## src/rtl/cpu_pkg.sv

```systemverilog
// Shared types and constants for the integer pipeline.
// Contents:
//   XLEN, REG_AW, CMD_W : datapath, register-index and ALU-command widths
//   exe_cmd_e           : ALU operation encoding (CMD_NOP marks an empty slot)
//   id_ex_t             : fields held in the ID/EX pipeline register
//   id_ex_reset()       : cleared ID/EX contents (all zero, command NOP)
package cpu_pkg;

  localparam int XLEN   = 32;
  localparam int REG_AW = 5;
  localparam int CMD_W  = 4;

  typedef enum logic [CMD_W-1:0] {
    CMD_ADD = 4'd0,
    CMD_SUB = 4'd1,
    CMD_AND = 4'd2,
    CMD_OR  = 4'd3,
    CMD_NOR = 4'd4,
    CMD_XOR = 4'd5,
    CMD_SLL = 4'd6,
    CMD_SLA = 4'd7,
    CMD_SRL = 4'd8,
    CMD_SRA = 4'd9,
    CMD_NOP = 4'd10
  } exe_cmd_e;

  typedef struct packed {
    exe_cmd_e          exe_cmd;
    logic [REG_AW-1:0] rs1;
    logic [REG_AW-1:0] rs2;
    logic [REG_AW-1:0] rd;
    logic [XLEN-1:0]   rs1_val;
    logic [XLEN-1:0]   rs2_val;
    logic [XLEN-1:0]   imm;
    logic              use_imm;
    logic              wb_en;
    logic              mem_read;
    logic              mem_write;
  } id_ex_t;

  function automatic id_ex_t id_ex_reset();
    id_ex_t v;
    v         = '0;
    v.exe_cmd = CMD_NOP;
    return v;
  endfunction

endpackage

```

## src/rtl/ex_operand_stage_fwd_mux.sv

```systemverilog
// fwd_mux: three-source priority forwarding selector for one source operand.
// Ports:
//   i_src                                   : source register index of the held instruction
//   i_held_val                              : value captured from the register file
//   i_exmem_wb_en/i_exmem_rd/i_exmem_result : youngest in-flight producer
//   i_memwb_wb_en/i_memwb_rd/i_memwb_result : older in-flight producer
//   o_val                                   : resolved operand
// The younger EX/MEM result always wins; register 0 is hard-wired and never forwarded.
module fwd_mux
  import cpu_pkg::*;
(
  input  logic [REG_AW-1:0] i_src,
  input  logic [XLEN-1:0]   i_held_val,
  input  logic              i_exmem_wb_en,
  input  logic [REG_AW-1:0] i_exmem_rd,
  input  logic [XLEN-1:0]   i_exmem_result,
  input  logic              i_memwb_wb_en,
  input  logic [REG_AW-1:0] i_memwb_rd,
  input  logic [XLEN-1:0]   i_memwb_result,
  output logic [XLEN-1:0]   o_val
);

  logic w_src_nz;

  assign w_src_nz = (i_src != {REG_AW{1'b0}});

  // Priority select: EX/MEM, then MEM/WB, then the held register-file value.
  always_comb begin
    o_val = i_held_val;
    if (w_src_nz && i_exmem_wb_en && (i_exmem_rd == i_src)) begin
      o_val = i_exmem_result;
    end else if (w_src_nz && i_memwb_wb_en && (i_memwb_rd == i_src)) begin
      o_val = i_memwb_result;
    end else begin
      o_val = i_held_val;
    end
  end

endmodule

```

## src/rtl/ex_operand_stage.sv

```systemverilog
// ex_operand_stage: ID/EX pipeline register with operand forwarding and
// load-use bubble insertion, feeding the execute ALU.
// Ports:
//   clk, rst_n, flush          : clock, async active-low reset, kill held instruction
//   id_valid/id_ready, id_*    : decoded instruction handshake and fields from ID
//   exmem_*, memwb_*           : writeback buses used as forwarding sources
//   ex_valid/ex_ready          : handshake towards the ALU / EX-MEM register
//   val1, val2, exe_cmd, ex_*  : resolved operands, command and control for EX
// Widths come from cpu_pkg (XLEN, REG_AW, CMD_W).
module ex_operand_stage
  import cpu_pkg::*;
(
  input  logic              clk,
  input  logic              rst_n,
  input  logic              flush,
  input  logic              id_valid,
  output logic              id_ready,
  input  logic [CMD_W-1:0]  id_exe_cmd,
  input  logic [REG_AW-1:0] id_rs1,
  input  logic [REG_AW-1:0] id_rs2,
  input  logic [REG_AW-1:0] id_rd,
  input  logic [XLEN-1:0]   id_rs1_val,
  input  logic [XLEN-1:0]   id_rs2_val,
  input  logic [XLEN-1:0]   id_imm,
  input  logic              id_use_imm,
  input  logic              id_wb_en,
  input  logic              id_mem_read,
  input  logic              id_mem_write,
  input  logic              exmem_wb_en,
  input  logic [REG_AW-1:0] exmem_rd,
  input  logic [XLEN-1:0]   exmem_result,
  input  logic              memwb_wb_en,
  input  logic [REG_AW-1:0] memwb_rd,
  input  logic [XLEN-1:0]   memwb_result,
  output logic              ex_valid,
  input  logic              ex_ready,
  output logic [XLEN-1:0]   val1,
  output logic [XLEN-1:0]   val2,
  output logic [CMD_W-1:0]  exe_cmd,
  output logic [REG_AW-1:0] ex_rd,
  output logic              ex_wb_en,
  output logic              ex_mem_read,
  output logic              ex_mem_write,
  output logic [XLEN-1:0]   ex_store_data
);

  id_ex_t          r_ex;
  logic            r_valid;
  id_ex_t          w_id;
  logic            w_advance;
  logic            w_hz;
  logic [XLEN-1:0] w_fwd1;
  logic [XLEN-1:0] w_fwd2;

  assign w_advance = !r_valid || ex_ready;

  // Load-use hazard: a held load whose result the incoming instruction needs
  // cannot be forwarded in time, so the consumer waits one cycle behind a bubble.
  always_comb begin
    w_hz = 1'b0;
    if (r_valid && r_ex.mem_read && (r_ex.rd != {REG_AW{1'b0}})) begin
      w_hz = (id_rs1 == r_ex.rd)
          || (!id_use_imm && (id_rs2 == r_ex.rd))
          || (id_mem_write && (id_rs2 == r_ex.rd));
    end else begin
      w_hz = 1'b0;
    end
  end

  assign id_ready = w_advance && !w_hz && !flush;

  // Pack the incoming ID fields into the pipeline-register layout.
  always_comb begin
    w_id           = id_ex_reset();
    w_id.exe_cmd   = exe_cmd_e'(id_exe_cmd);
    w_id.rs1       = id_rs1;
    w_id.rs2       = id_rs2;
    w_id.rd        = id_rd;
    w_id.rs1_val   = id_rs1_val;
    w_id.rs2_val   = id_rs2_val;
    w_id.imm       = id_imm;
    w_id.use_imm   = id_use_imm;
    w_id.wb_en     = id_wb_en;
    w_id.mem_read  = id_mem_read;
    w_id.mem_write = id_mem_write;
  end

  fwd_mux u_fwd1 (
    .i_src          (r_ex.rs1),
    .i_held_val     (r_ex.rs1_val),
    .i_exmem_wb_en  (exmem_wb_en),
    .i_exmem_rd     (exmem_rd),
    .i_exmem_result (exmem_result),
    .i_memwb_wb_en  (memwb_wb_en),
    .i_memwb_rd     (memwb_rd),
    .i_memwb_result (memwb_result),
    .o_val          (w_fwd1)
  );

  fwd_mux u_fwd2 (
    .i_src          (r_ex.rs2),
    .i_held_val     (r_ex.rs2_val),
    .i_exmem_wb_en  (exmem_wb_en),
    .i_exmem_rd     (exmem_rd),
    .i_exmem_result (exmem_result),
    .i_memwb_wb_en  (memwb_wb_en),
    .i_memwb_rd     (memwb_rd),
    .i_memwb_result (memwb_result),
    .o_val          (w_fwd2)
  );

  // Pipeline register: flush > bubble > load > drain > hold-with-refresh.
  always_ff @(posedge clk or negedge rst_n) begin
    if (!rst_n) begin
      r_valid <= 1'b0;
      r_ex    <= id_ex_reset();
    end else if (flush) begin
      r_valid          <= 1'b0;
      r_ex.wb_en       <= 1'b0;
      r_ex.mem_read    <= 1'b0;
      r_ex.mem_write   <= 1'b0;
    end else if (w_advance && w_hz) begin
      r_valid          <= 1'b0;
      r_ex.wb_en       <= 1'b0;
      r_ex.mem_read    <= 1'b0;
      r_ex.mem_write   <= 1'b0;
      r_ex.exe_cmd     <= CMD_NOP;
    end else if (w_advance && id_valid) begin
      r_valid <= 1'b1;
      r_ex    <= w_id;
    end else if (w_advance) begin
      r_valid <= 1'b0;
    end else begin
      // Stalled: capture forwarded operands so they survive the producer
      // leaving the MEM/WB stage while we wait.
      r_ex.rs1_val <= w_fwd1;
      r_ex.rs2_val <= w_fwd2;
    end
  end

  assign ex_valid      = r_valid;
  assign val1          = w_fwd1;
  assign val2          = r_ex.use_imm ? r_ex.imm : w_fwd2;
  assign ex_store_data = w_fwd2;
  assign exe_cmd       = r_ex.exe_cmd;
  assign ex_rd         = r_ex.rd;
  // Control bits are qualified so an empty slot can never write anything.
  assign ex_wb_en      = r_valid && r_ex.wb_en;
  assign ex_mem_read   = r_valid && r_ex.mem_read;
  assign ex_mem_write  = r_valid && r_ex.mem_write;

endmodule

```

## config.mk

```make
export PLATFORM = sky130hd
export DESIGN_NAME = ex_operand_stage
export DESIGN_NICKNAME = d
export VERILOG_FILES = /design/src/rtl/cpu_pkg.sv /design/src/rtl/ex_operand_stage_fwd_mux.sv /design/src/rtl/ex_operand_stage.sv
export SDC_FILE = /design/constraint.sdc
export NUM_CORES = 1
export LEC_CHECK = 0
export ABC_AREA = 1
export CAP_MARGIN = 20
export CORE_UTILIZATION = 46
export DETAILED_ROUTE_END_ITERATION = 10
export GPL_TIMING_DRIVEN = 1
export PLACE_DENSITY = 0.82
export SLEW_MARGIN = 15
export SYNTH_ARGS = -nofsm -noshare
export SYNTH_HDL_FRONTEND = slang
export SYNTH_SLANG_ARGS = --single-unit
export TNS_END_PERCENT = 50
```

## constraint.sdc

```tcl
create_clock -name clk -period 2.2 [get_ports clk]
set_clock_uncertainty 0.05 [all_clocks]
set_input_delay 0.44 -clock clk [delete_from_list [all_inputs] [get_ports clk]]
set_output_delay 0.44 -clock clk [all_outputs]
set_load 0.01 [all_outputs]
```

==> results.json <==
{
  "synth.area.top_cells": "dfrtp_1, nand3_1, nand2_1",
  "fin_ws_ps": -683,
  "drc": 0,
  "cts_tree": "built",
  "grt_pass1_vias": 11000,
  "violations": "setup timing",
  "boundaryPins": 310,
  "vdd_drop_max_mv": 0.602,
  "postRouteAntennaNets": 0,
  "finalWirelength_um": 44700,
  "ys_seq_area_share_pct": 34.6,
  "cts_max_level": 4,
  "fin_cells": 2068,
  "syn_area_per_cell_um2": 6.23,
  "relSlewSlack_pct": 72.0,
  "clockBufferDepth": 2,
  "slew_viol_final": 0,
  "placedCellCount": 1965,
  "setup_violations": 99,
  "cts_buffers": 17,
  "dp_hpwl_um": 26300,
  "synth_cells": 1395,
  "grt_remaining_overflow": 0,
  "synthesis.nets": 1595,
  "grt.total_usage_pct": 39.0,
  "synth_top_cell_area_share_pct": 34.0,
  "cts.clk_slew.worst_paths_ps": 60,
  "hold_violations": 0,
  "synth_area_um2": 8700,
  "powerDensity_nw_per_um2": 715,
  "cts_num_sinks": 120,
  "dr.first_iter.drc_count": 1740,
  "cts_root_buf": "clkbuf_16",
  "rows": 49,
  "min_path_cells": 4,
  "yosysTopAreaCell": "dfrtp_1",
  "min_period_ps": 2880,
  "nNetsFinal": 2025,
  "p_total_mw": 11.1,
  "grt_pass1_wl_um": 59200,
  "power_leakage_nw": 7.72,
  "die-area_um2": 19500,
  "worstPathRequired_ps": 1710,
  "grt_max_degree": 53,
  "end_kind": "output port",
  "syn2layout_area_growth_pct": 77.8,
  "fill_cells": 1036,
  "period_share_pct": 131,
  "first_pass_iters": 9,
  "maxCapViolCount": 0,
  "startpoint_type": "flip-flop",
  "ys_warn_count": 0,
  "start_util_pct": 47.6,
  "core_area_um2": 18300,
  "vias_per_cell": 6.04,
  "status": "complete, but fails checks",
  "regToRegSetupSlack_ps": -640,
  "port_buffers": 309,
  "drive_gt1_share_pct": 32.8,
  "routedWlPerCell_um": 21.6,
  "vias": 12500,
  "worst_pin_slew_ps": 420,
  "rsz0062_at_grt": "yes",
  "grt_antenna_before_repair": 1,
  "worstHoldPathType": "primary input to flip-flop",
  "critPathMaxFanout": 7,
  "die_h_um": 139,
  "cp.arrival_ps": 2390,
  "clk-insertion-delay-late_ps": 430,
  "fp.dieW_um": 139,
  "critPathKind": "flip-flop to output port",
  "fmaxAchievable_ghz": 0.347,
  "gp_congestion": 0.982,
  "ys_types": 24,
  "reg2regPathDepth": 18,
  "synth_seq_cells": 120
}
critical path: stages, from the launching register on:
cell and delay, ps:
dfrtp_1 430, inv_2 90, nand2_1 80, nand3_1 130, nor2_4 220, buf_6 140, buf_12 120, buf_6 140
nand3_1 100, nand3_2 130, nand2_4 90, o21ai_2 140, buf_2 150
per-layer routing:
metal	wire, µm	global-route usage [%]
met4	3200	16.0
met2	20200	62.5
met5	0	0
met1	15500	51.1
met3	5780	8.50
where the power goes:
part	internal, mW	switching (mW)
Clock	1.81	1.19
Combinational	2.37	2.76
Sequential	2.60	0.321
Total	6.78	4.28
sequential cells by signal, summed over array words and instances, names as in the netlist:
register,flops
r_ex,110
ex_rd,5
exe_cmd,4
ex_valid,1
cell usage in the layout, fill, tap and decap left out, drive strengths merged:
cell           count
a211oi             1
a21oi            131
and2              32
buf              284
bufinv             3
clkbuf            28
clkdlybuf4s15      6
clkdlybuf4s50    197
clkinv             3
clkinvlp           3
dfrtp            118
dfstp              2
diode              1
dlygate4sd2       11
dlygate4sd3        1
dlymetal6s2s       3
inv              184
nand2            321
nand3            323
nand4              3
nor2             146
o211ai             2
o21ai             33
xnor2              3
stage by stage:
step,worst slack [ps],instance area [µm²],hold slack (ps),setup TNS (ps),util [%]
after floorplan,236,8700,94.4,0,-
after global placement,-984,12900,325,-96640,70.7
after detailed placement,-1040,12900,328,-109880,70.7
after CTS,-591,14300,424,-48810,78.3
after global routing,-738,15500,443,-57370,84.6
final,-683,15500,394,-52030,84.6
final timing paths:
| path | end | start |
|---|---|---|
| worst max-delay path | val2[5] | r_ex[106] |
| worst min-delay path | r_ex[113] | id_rs1[3] |
| worst max register to register | r_ex[53] | r_ex[106] |
| worst min register to register | r_ex[8] | r_ex[8] |
| max in group asynchronous | r_ex[108] | rst_n |
| min in group asynchronous | r_ex[62] | rst_n |
Yosys cell counts, drive strengths merged:
master  count
a21oi     131
inv       178
xnor2       3
dfstp       2
o21ai      33
dfrtp     118
nand3     323
buf        69
o211ai      2
and2       32
nand4       3
a211oi      1
clkbuf     33
nor2      146
nand2     321
area by class of cell:
cell class	count	area (µm²)	share of cell area (%)
Sequential cell	120	3010	19.5
Inverter	178	673	4.35
Tap cell	229	287	1.85
Clock buffer	17	425	2.75
Antenna cell	1	2.50	0.0162
Clock inverter	15	190	1.23
Multi-Input combinational cell	995	5760	37.2
Timing Repair Buffer	513	5120	33.1
what timing repair did:
action                                  4_1_cts  5_1_grt
hold endpoints to repair                     35        0
gates cloned                                  7        8
buffers inserted                             42       23
endpoints found under the setup margin       97      102
hold buffers                                  1        0
gates resized for setup                     457      317
pin swaps                                    39       67
cell families (layout without fill, tap and decap cells):
family	count (synthesis)	after routing	synth area share (%)
buf+inv	280	723	13.7
flops	120	120	34.6
compound gates	167	167	9.70
other cells	0	1	0
xor+xnor	3	3	0.302
simple gates	825	825	41.8
Power figures use the tool's default switching activity.
